--- src/rtl/id_ctrl_pipe_md.sv ---
// id_ctrl_pipe_md
//   RV32IM ID-stage decode/control. Decodes opcode/funct3/funct7 into the
//   execute control bundle, registers it as the ID/EX control register and
//   flags unsupported encodings. RV32M multiply/divide ops are held in ID for
//   a parametrised number of cycles by a small IDLE/MD_HOLD FSM with a
//   countdown.
//
// Ports
//   clk            in   rising-edge clock
//   reset_n        in   asynchronous active-low reset
//   id_valid       in   instr holds a valid instruction
//   instr[31:0]    in   instruction word in ID
//   stall_in       in   downstream hazard stall: freeze FSM and ID/EX register
//   flush          in   kill the ID instruction, abort any M-op hold
//   id_stall       out  combinational: hold PC and IF/ID this cycle
//   ex_valid       out  ex_* bundle is a real instruction
//   ex_imm_sel     out  000 I/LOAD/JALR, 001 S, 010 B, 011 LUI/AUIPC, 100 JAL
//   ex_alu_op      out  R {f7[5],f7[0],f3}; I {00,f3}; branches SUB/SLT/SLTU
//   ex_branch_sel  out  01 BEQ/BGE/BGEU, 10 BNE/BLT/BLTU, 11 JAL/JALR
//   ex_use_imm     out  OP-IMM, LOAD, STORE, JALR
//   ex_mem_write   out  01 for STORE
//   ex_mem_read    out  01 for LOAD
//   ex_wb_sel      out  00 LOAD, 10 JAL/JALR, 01 otherwise
//   ex_reg_write   out  instruction writes rd
//   ex_illegal     out  issued instruction had an unsupported encoding
//   md_busy        out  FSM is in MD_HOLD
module id_ctrl_pipe_md #(
    parameter int ENABLE_M   = 1,
    parameter int MUL_CYCLES = 2,
    parameter int DIV_CYCLES = 32,
    parameter int CNT_W      = 6
) (
    input  logic        clk,
    input  logic        reset_n,
    input  logic        id_valid,
    input  logic [31:0] instr,
    input  logic        stall_in,
    input  logic        flush,
    output logic        id_stall,
    output logic        ex_valid,
    output logic [2:0]  ex_imm_sel,
    output logic [4:0]  ex_alu_op,
    output logic [1:0]  ex_branch_sel,
    output logic        ex_use_imm,
    output logic [1:0]  ex_mem_write,
    output logic [1:0]  ex_mem_read,
    output logic [1:0]  ex_wb_sel,
    output logic        ex_reg_write,
    output logic        ex_illegal,
    output logic        md_busy
);
    localparam logic [6:0] OPC_OP     = 7'b0110011;
    localparam logic [6:0] OPC_OPIMM  = 7'b0010011;
    localparam logic [6:0] OPC_LOAD   = 7'b0000011;
    localparam logic [6:0] OPC_STORE  = 7'b0100011;
    localparam logic [6:0] OPC_BRANCH = 7'b1100011;
    localparam logic [6:0] OPC_LUI    = 7'b0110111;
    localparam logic [6:0] OPC_AUIPC  = 7'b0010111;
    localparam logic [6:0] OPC_JAL    = 7'b1101111;
    localparam logic [6:0] OPC_JALR   = 7'b1100111;
    localparam logic [6:0] F7_MULDIV  = 7'b0000001;

    localparam logic [4:0] ALU_SUB  = 5'b10000;
    localparam logic [4:0] ALU_SLT  = 5'b00010;
    localparam logic [4:0] ALU_SLTU = 5'b00011;

    // Countdown start value is L-1: the IDLE detection cycle is the first stall.
    localparam logic [CNT_W-1:0] MUL_LOAD = (MUL_CYCLES > 0) ? CNT_W'(MUL_CYCLES - 1) : '0;
    localparam logic [CNT_W-1:0] DIV_LOAD = (DIV_CYCLES > 0) ? CNT_W'(DIV_CYCLES - 1) : '0;

    typedef struct packed {
        logic       valid;
        logic [2:0] imm_sel;
        logic [4:0] alu_op;
        logic [1:0] branch_sel;
        logic       use_imm;
        logic [1:0] mem_write;
        logic [1:0] mem_read;
        logic [1:0] wb_sel;
        logic       reg_write;
        logic       illegal;
    } ctrl_t;

    typedef enum logic {S_IDLE = 1'b0, S_HOLD = 1'b1} state_t;

    logic [6:0]       opcode;
    logic [2:0]       funct3;
    logic [6:0]       funct7;
    logic             unused_fields;
    ctrl_t            dec_p0;
    logic             is_mop_p0;
    logic             hold_nz;
    logic             md_start;
    logic [CNT_W-1:0] cnt_load;
    logic             fsm_stall;
    state_t           state_q, state_d;
    logic [CNT_W-1:0] cnt_q, cnt_d;
    ctrl_t            ctrl_p1, ctrl_d;

    assign opcode        = instr[6:0];
    assign funct3        = instr[14:12];
    assign funct7        = instr[31:25];
    assign unused_fields = ^{instr[24:15], instr[11:7]};

    // ---- Stage p0: ID decode ----
    always_comb begin
        dec_p0        = '0;
        dec_p0.valid  = 1'b1;
        dec_p0.wb_sel = 2'b01;
        is_mop_p0     = 1'b0;
        case (opcode)
            OPC_OP: begin
                if (funct7 == F7_MULDIV && ENABLE_M == 0) begin
                    dec_p0.illegal = 1'b1;
                end else begin
                    dec_p0.alu_op    = {funct7[5], funct7[0], funct3};
                    dec_p0.reg_write = 1'b1;
                    is_mop_p0        = (funct7 == F7_MULDIV);
                end
            end
            OPC_OPIMM: begin
                dec_p0.alu_op    = {2'b00, funct3};
                dec_p0.use_imm   = 1'b1;
                dec_p0.reg_write = 1'b1;
            end
            OPC_LOAD: begin
                dec_p0.use_imm   = 1'b1;
                dec_p0.mem_read  = 2'b01;
                dec_p0.wb_sel    = 2'b00;
                dec_p0.reg_write = 1'b1;
            end
            OPC_STORE: begin
                dec_p0.imm_sel   = 3'b001;
                dec_p0.use_imm   = 1'b1;
                dec_p0.mem_write = 2'b01;
            end
            OPC_BRANCH: begin
                dec_p0.imm_sel = 3'b010;
                case (funct3)
                    3'b000: begin dec_p0.alu_op = ALU_SUB;  dec_p0.branch_sel = 2'b01; end
                    3'b001: begin dec_p0.alu_op = ALU_SUB;  dec_p0.branch_sel = 2'b10; end
                    3'b100: begin dec_p0.alu_op = ALU_SLT;  dec_p0.branch_sel = 2'b10; end
                    3'b101: begin dec_p0.alu_op = ALU_SLT;  dec_p0.branch_sel = 2'b01; end
                    3'b110: begin dec_p0.alu_op = ALU_SLTU; dec_p0.branch_sel = 2'b10; end
                    3'b111: begin dec_p0.alu_op = ALU_SLTU; dec_p0.branch_sel = 2'b01; end
                    default: ;
                endcase
            end
            OPC_LUI, OPC_AUIPC: begin
                dec_p0.imm_sel   = 3'b011;
                dec_p0.reg_write = 1'b1;
            end
            OPC_JAL: begin
                dec_p0.imm_sel    = 3'b100;
                dec_p0.branch_sel = 2'b11;
                dec_p0.wb_sel     = 2'b10;
                dec_p0.reg_write  = 1'b1;
            end
            OPC_JALR: begin
                dec_p0.branch_sel = 2'b11;
                dec_p0.use_imm    = 1'b1;
                dec_p0.wb_sel     = 2'b10;
                dec_p0.reg_write  = 1'b1;
            end
            default: dec_p0.illegal = 1'b1;
        endcase
    end

    // A zero-latency M-op class issues like any single-cycle instruction.
    assign hold_nz  = funct3[2] ? (DIV_CYCLES > 0) : (MUL_CYCLES > 0);
    assign cnt_load = funct3[2] ? DIV_LOAD : MUL_LOAD;
    assign md_start = id_valid && is_mop_p0 && hold_nz;

    always_comb begin
        state_d   = state_q;
        cnt_d     = cnt_q;
        ctrl_d    = ctrl_p1;
        fsm_stall = 1'b0;
        case (state_q)
            S_IDLE: fsm_stall = md_start;
            S_HOLD: fsm_stall = (cnt_q != '0);
        endcase
        if (flush) begin
            state_d = S_IDLE;
            cnt_d   = '0;
            ctrl_d  = '0;
        end else if (!stall_in) begin
            case (state_q)
                S_IDLE: begin
                    if (md_start) begin
                        state_d = S_HOLD;
                        cnt_d   = cnt_load;
                        ctrl_d  = '0;
                    end else begin
                        ctrl_d = id_valid ? dec_p0 : '0;
                    end
                end
                S_HOLD: begin
                    // id_valid is not consulted here: the held M-op always completes.
                    if (cnt_q != '0) begin
                        cnt_d  = cnt_q - 1'b1;
                        ctrl_d = '0;
                    end else begin
                        state_d = S_IDLE;
                        ctrl_d  = dec_p0;
                    end
                end
            endcase
        end
    end

    assign id_stall = reset_n && !flush && (stall_in || fsm_stall);

    // ---- Stage p1: ID/EX control register ----
    always_ff @(posedge clk or negedge reset_n) begin
        if (!reset_n) begin
            state_q <= S_IDLE;
            cnt_q   <= '0;
            ctrl_p1 <= '0;
        end else begin
            state_q <= state_d;
            cnt_q   <= cnt_d;
            ctrl_p1 <= ctrl_d;
        end
    end

    assign ex_valid      = ctrl_p1.valid;
    assign ex_imm_sel    = ctrl_p1.imm_sel;
    assign ex_alu_op     = ctrl_p1.alu_op;
    assign ex_branch_sel = ctrl_p1.branch_sel;
    assign ex_use_imm    = ctrl_p1.use_imm;
    assign ex_mem_write  = ctrl_p1.mem_write;
    assign ex_mem_read   = ctrl_p1.mem_read;
    assign ex_wb_sel     = ctrl_p1.wb_sel;
    assign ex_reg_write  = ctrl_p1.reg_write;
    assign ex_illegal    = ctrl_p1.illegal;
    assign md_busy       = (state_q == S_HOLD);

endmodule
--- config.mk ---
export PLATFORM = sky130hd
export DESIGN_NAME = id_ctrl_pipe_md
export DESIGN_NICKNAME = d
export VERILOG_FILES = /design/src/rtl/id_ctrl_pipe_md.sv
export SDC_FILE = /design/constraint.sdc
export NUM_CORES = 1
export LEC_CHECK = 0
export ABC_AREA = 1
export CAP_MARGIN = 20
export CORE_UTILIZATION = 40
export DETAILED_ROUTE_END_ITERATION = 7
export PLACE_DENSITY = 0.74
export SLEW_MARGIN = 20
export SYNTH_ARGS = -nofsm -noshare
export SYNTH_HDL_FRONTEND = slang
export SYNTH_SLANG_ARGS = --single-unit
--- constraint.sdc ---
create_clock -name clk -period 1.7 [get_ports clk]
set_clock_uncertainty 0.1 [all_clocks]
set_input_delay 0.34 -clock clk [delete_from_list [all_inputs] [get_ports clk]]
set_output_delay 0.34 -clock clk [all_outputs]
set_load 0.05 [all_outputs]
==> results by group <==
Status
  • Run status: finished with violations
  • Violations in the final reports: negative setup slack

Global route
  • Pin count of the biggest net entering global routing: 26
  • Overall global routing resource usage: 0.249
  • Number of antenna violations at the first check in global routing: 0
  • Overall overflow remaining after global route: 0
  • Global-route wire length before repair: between 7000 and 8000 µm
  • Number of global-route vias before repair: ~1700

Pwr
  • Overall power consumption: around 1.2 mW
  • Total power per unit cell area: around 450 nW/µm²
  • Internal portion of total power: 0.881 mW
  • Switching share of power: 0.275
  • Combinational power share: 0.212
  • Portion of total power attributed to sequential cells: 0.497
  • Max IR drop VDD: 0.000280 V
  • Reported leakage power: 1.39 nW
  • Sw Pwr: roughly 0.33 mW
  • Part of the power in the clock network: 0.292

Die
  • Horizontal die dimension: 64.0 µm
  • Overall die height: 64.0 µm
  • Floorplan die area: about 4100 µm²
  • Std-Cell Core Area: about 3700 µm²
  • Starting Density: 0.417
  • Placement Rows: 22
  • # IOs: 59

Layout
  • Fraction of final layout cells sized beyond drive strength 1: 0.404
  • Number of nets in the final layout: 342
  • # diodes: 0
  • Core utilization of the finished layout: 0.727
  • Synthesis-to-layout area growth: 74.1%
  • Combined flip-flop and latch cell area: ~630 µm²
  • Filler Cells Inserted: 285
  • Footprint of the multi-input gates: between 800 and 900 µm²

Place
  • Quantity of I/O buffers inserted on ports: 41
  • Last weighted congestion value of the routability-driven placer: 0.869
  • Half-perimeter wire length after detailed placement: between 2000 and 3000 µm

Timing
  • Fin. Hold Viols: 0
  • Crit path time final: 1.90 ns
  • Max-slew violation count: 0
  • Final hold slack: around 0.26 ns
  • Post-layout worst setup margin: -0.200 ns
  • Max Fclk: 0.526 GHz
  • Setup repair after global routing missed its margin: true
  • Final cycle utilization of the critical path: 1.12
  • Final setup violation count: 1

Critical path
  • Internal reg-to-reg setup slack: around 0.09 ns
  • Required time at the worst-slack endpoint: between 1 and 1.5 ns
  • Most repeated library cell on the critical path: sky130_fd_sc_hd__nand3_2
  • Startpoint-to-endpoint class of the critical path: reg2out
  • Capturing element type of the critical path: output port
  • FF-to-FF End: cnt_q[2]
  • Worst Path Buf+Inv: 3
  • Crit Path Max Fanout: 2
  • WP data arrival: 1.46 ns
  • Cell with the biggest individual delay on the critical path: sky130_fd_sc_hd__dfrtp_1
  • Delay-heaviest family, CP: flip-flops
  • Reg-to-Reg Start: cnt_q[1]
  • Startpoint Class: flop
  • Length in cells of the worst reg-to-reg path: 9
  • Sequence of cells on the critical path: inv_2 > ha_4 > nand4_4 > nand2_4 > nand3_2 > nand3_2 > clkinvlp_4 > buf_12
  • CP max stage delay: around 0.4 ns

Synth
  • Warning count from the yosys run: 0
  • Avg Cell Area, Syn: about 7.3 µm²
  • Synthesized instance count: 210
  • Proportion of synthesized chip area in sequential cells: 0.407
  • Synth cell types: 27
  • Multiplexer share of the synthesized area: 0
  • Largest family of logic cells by synthesized area: simple AND/OR/NAND/NOR gates
  • Synthesized cell area: 1540 µm²
  • Synthesized flop and latch total: 25
  • Adder-cell share of the synthesized area: 0.0163
  • Post-synthesis compound-gate area fraction: 0.101
  • Post-synthesis share of cell area spent on and, or, nand and nor gates: 0.381
  • Xor/xnor cell area share of the yosys netlist: 0.00569

Drt
  • First-iteration detailed-routing DRC count: 84
  • Via-per-instance ratio: roughly 4.9
  • Routed Wire Length: ~4500 µm
  • Count of vias placed by the detailed router: roughly 1700
  • DRC errors left: 0
  • Number of optimization iterations in the first detailed-route pass: 4
  • Wire length per cell after detailed routing: between 10 and 15 µm
  • Antenna Violating Nets Remaining: 0

Hold path
  • Startpoint of the lowest-slack hold path: instr[25]
  • End point of the worst hold path: ex_alu_op[3]
  • Depth of the worst hold-timing path: 3
  • Type of the most critical hold path: in2reg

Run
  • Maximum Capacitance Violations: 0

Clocking
  • Count of H-tree levels built during CTS: 1
  • # clock sinks: 25
  • Cell at the root of the clock tree: sky130_fd_sc_hd__clkbuf_8
  • Worst-case clock buffer depth: 2
  • Clock insertion delay at the later pin of the skew report: ~0.27 ns
  • Clock edge transition at the registers on the reported setup and hold paths: ~0.09 ns
  • Inserted Clock Buffers: 3
  • Count of hold-fix buffers inserted at cts: 0
  • CTS tree: built
flip-flops by register name (all words and copies together) (netlist names), 2 cells and up:
signal and cells:
ex_imm_sel 3, ex_branch_sel 2, ex_alu_op 5, cnt_q 6, ex_wb_sel 2
power groups by stage:
stage | Clock (mW) | Combinational (mW) | Sequential, mW
floorplan | 0 | 0.0803 | 0.632
global placement | 0 | 0.232 | 0.615
detailed placement | 0 | 0.235 | 0.615
CTS | 0.362 | 0.247 | 0.604
global route | 0.396 | 0.278 | 0.605
finish | 0.355 | 0.258 | 0.604
cell type report:
cell class                      count  area share
Sequential cell                    25       0.234
Clock buffer                        3      0.0154
Timing Repair Buffer               93       0.367
Tap cell                           48      0.0224
Clock inverter                      1     0.00187
Multi-Input combinational cell    157       0.325
Inverter                           23      0.0336
synth_stat cells:
master | n | area [µm²]
sky130_fd_sc_hd__o21ai_1 | 1 | 5.00
sky130_fd_sc_hd__clkbuf_8 | 1 | 13.8
sky130_fd_sc_hd__clkbuf_1 | 1 | 3.75
sky130_fd_sc_hd__nand3_1 | 23 | 115
sky130_fd_sc_hd__conb_1 | 1 | 3.75
sky130_fd_sc_hd__nand2_1 | 66 | 248
sky130_fd_sc_hd__o21ai_2 | 9 | 78.8
sky130_fd_sc_hd__a21oi_1 | 4 | 20.0
sky130_fd_sc_hd__inv_2 | 1 | 3.75
sky130_fd_sc_hd__buf_1 | 1 | 3.75
sky130_fd_sc_hd__nor2_4 | 2 | 22.5
sky130_fd_sc_hd__inv_1 | 22 | 82.6
sky130_fd_sc_hd__dfrtp_1 | 25 | 626
sky130_fd_sc_hd__ha_1 | 2 | 25.0
sky130_fd_sc_hd__o21ai_0 | 4 | 20.0
sky130_fd_sc_hd__a21oi_4 | 1 | 16.3
sky130_fd_sc_hd__nand2_2 | 5 | 31.3
sky130_fd_sc_hd__nor2_1 | 25 | 93.8
sky130_fd_sc_hd__buf_6 | 1 | 11.3
sky130_fd_sc_hd__nand4_1 | 7 | 43.8
sky130_fd_sc_hd__a21boi_0 | 1 | 7.51
sky130_fd_sc_hd__nor2_2 | 1 | 6.26
sky130_fd_sc_hd__nand4_4 | 1 | 21.3
sky130_fd_sc_hd__xor2_1 | 1 | 8.76
sky130_fd_sc_hd__nor3_1 | 1 | 5.00
sky130_fd_sc_hd__buf_4 | 2 | 15.0
sky130_fd_sc_hd__o211ai_1 | 1 | 7.51
timing repair:
item                                    4_1_cts  5_1_grt
gates cloned                                  1        0
endpoints found under the setup margin        1       26
pin swaps                                    16       13
setup buffers                                19        4
gates resized for setup                      36       24
per-layer routing:
layer  vias to the layer above  track usage  wire [µm]
li1                        852            -          -
met2                        50        0.451       2360
met3                         8       0.0357        191
met1                       804        0.289       1890
met5                         -            0          0
met4                         0        0.108         80
per-stage QoR:
step	setup TNS (ns)	std cells	area [µm²]	setup slack, ns
2_1_floorplan	-0.0229	211	1560	-0.0229
5_1_grt	-0.298	350	2680	-0.285
4_1_cts	-0.663	351	2640	-0.213
6_report	-0.200	350	2680	-0.200
3_5_place_dp	-5.22	328	2400	-0.402
3_3_place_gp	-4.43	328	2400	-0.362
worst max path at each step:
stage | cells past startpoint | start | to | slack (ns)
2_1_floorplan | 6 | md_busy | id_stall | -0.02
3_3_place_gp | 10 | instr[25] | id_stall | -0.36
3_5_place_dp | 10 | instr[25] | id_stall | -0.40
4_1_cts | 8 | cnt_q[1] | id_stall | -0.21
5_1_grt | 8 | cnt_q[1] | id_stall | -0.28
6_report | 8 | cnt_q[1] | id_stall | -0.20
tightest hold or removal path: stages:
cell and delay [ns]:
sky130_fd_sc_hd__buf_2 0.10, sky130_fd_sc_hd__nand2_1 0.09, sky130_fd_sc_hd__o21ai_2 0.06
cell usage in the layout (no fill, tap or decap), types with 2 or more instances in the layout:
cell / n
sky130_fd_sc_hd__inv_2: 5
sky130_fd_sc_hd__dfrtp_1: 23
sky130_fd_sc_hd__nor2_2: 5
sky130_fd_sc_hd__nand2_4: 5
sky130_fd_sc_hd__nand2_2: 5
sky130_fd_sc_hd__buf_6: 6
sky130_fd_sc_hd__nand3_2: 5
sky130_fd_sc_hd__nor2_1: 21
sky130_fd_sc_hd__inv_1: 17
sky130_fd_sc_hd__dfrtp_2: 2
sky130_fd_sc_hd__clkbuf_8: 3
sky130_fd_sc_hd__a21oi_1: 4
sky130_fd_sc_hd__clkbuf_2: 2
sky130_fd_sc_hd__clkdlybuf4s50_1: 6
sky130_fd_sc_hd__nand2_1: 61
sky130_fd_sc_hd__conb_1: 2
sky130_fd_sc_hd__nor2_4: 2
sky130_fd_sc_hd__o21ai_1: 3
sky130_fd_sc_hd__dlygate4sd2_1: 8
sky130_fd_sc_hd__buf_12: 17
sky130_fd_sc_hd__buf_4: 48
sky130_fd_sc_hd__o21ai_2: 10
sky130_fd_sc_hd__clkdlybuf4s15_1: 3
sky130_fd_sc_hd__nand3_1: 18
sky130_fd_sc_hd__nand4_1: 7
kinds of logic (layout without fill, tap and decap cells):
family          Yosys count  count (layout)
other cells               1               2
buf+inv                  29             120
compound gates           21              21
flops                    25              25
fa+ha+maj                 2               2
simple gates            131             131
xor+xnor                  1               1
Note: power is estimated with default switching activity, not from simulation.
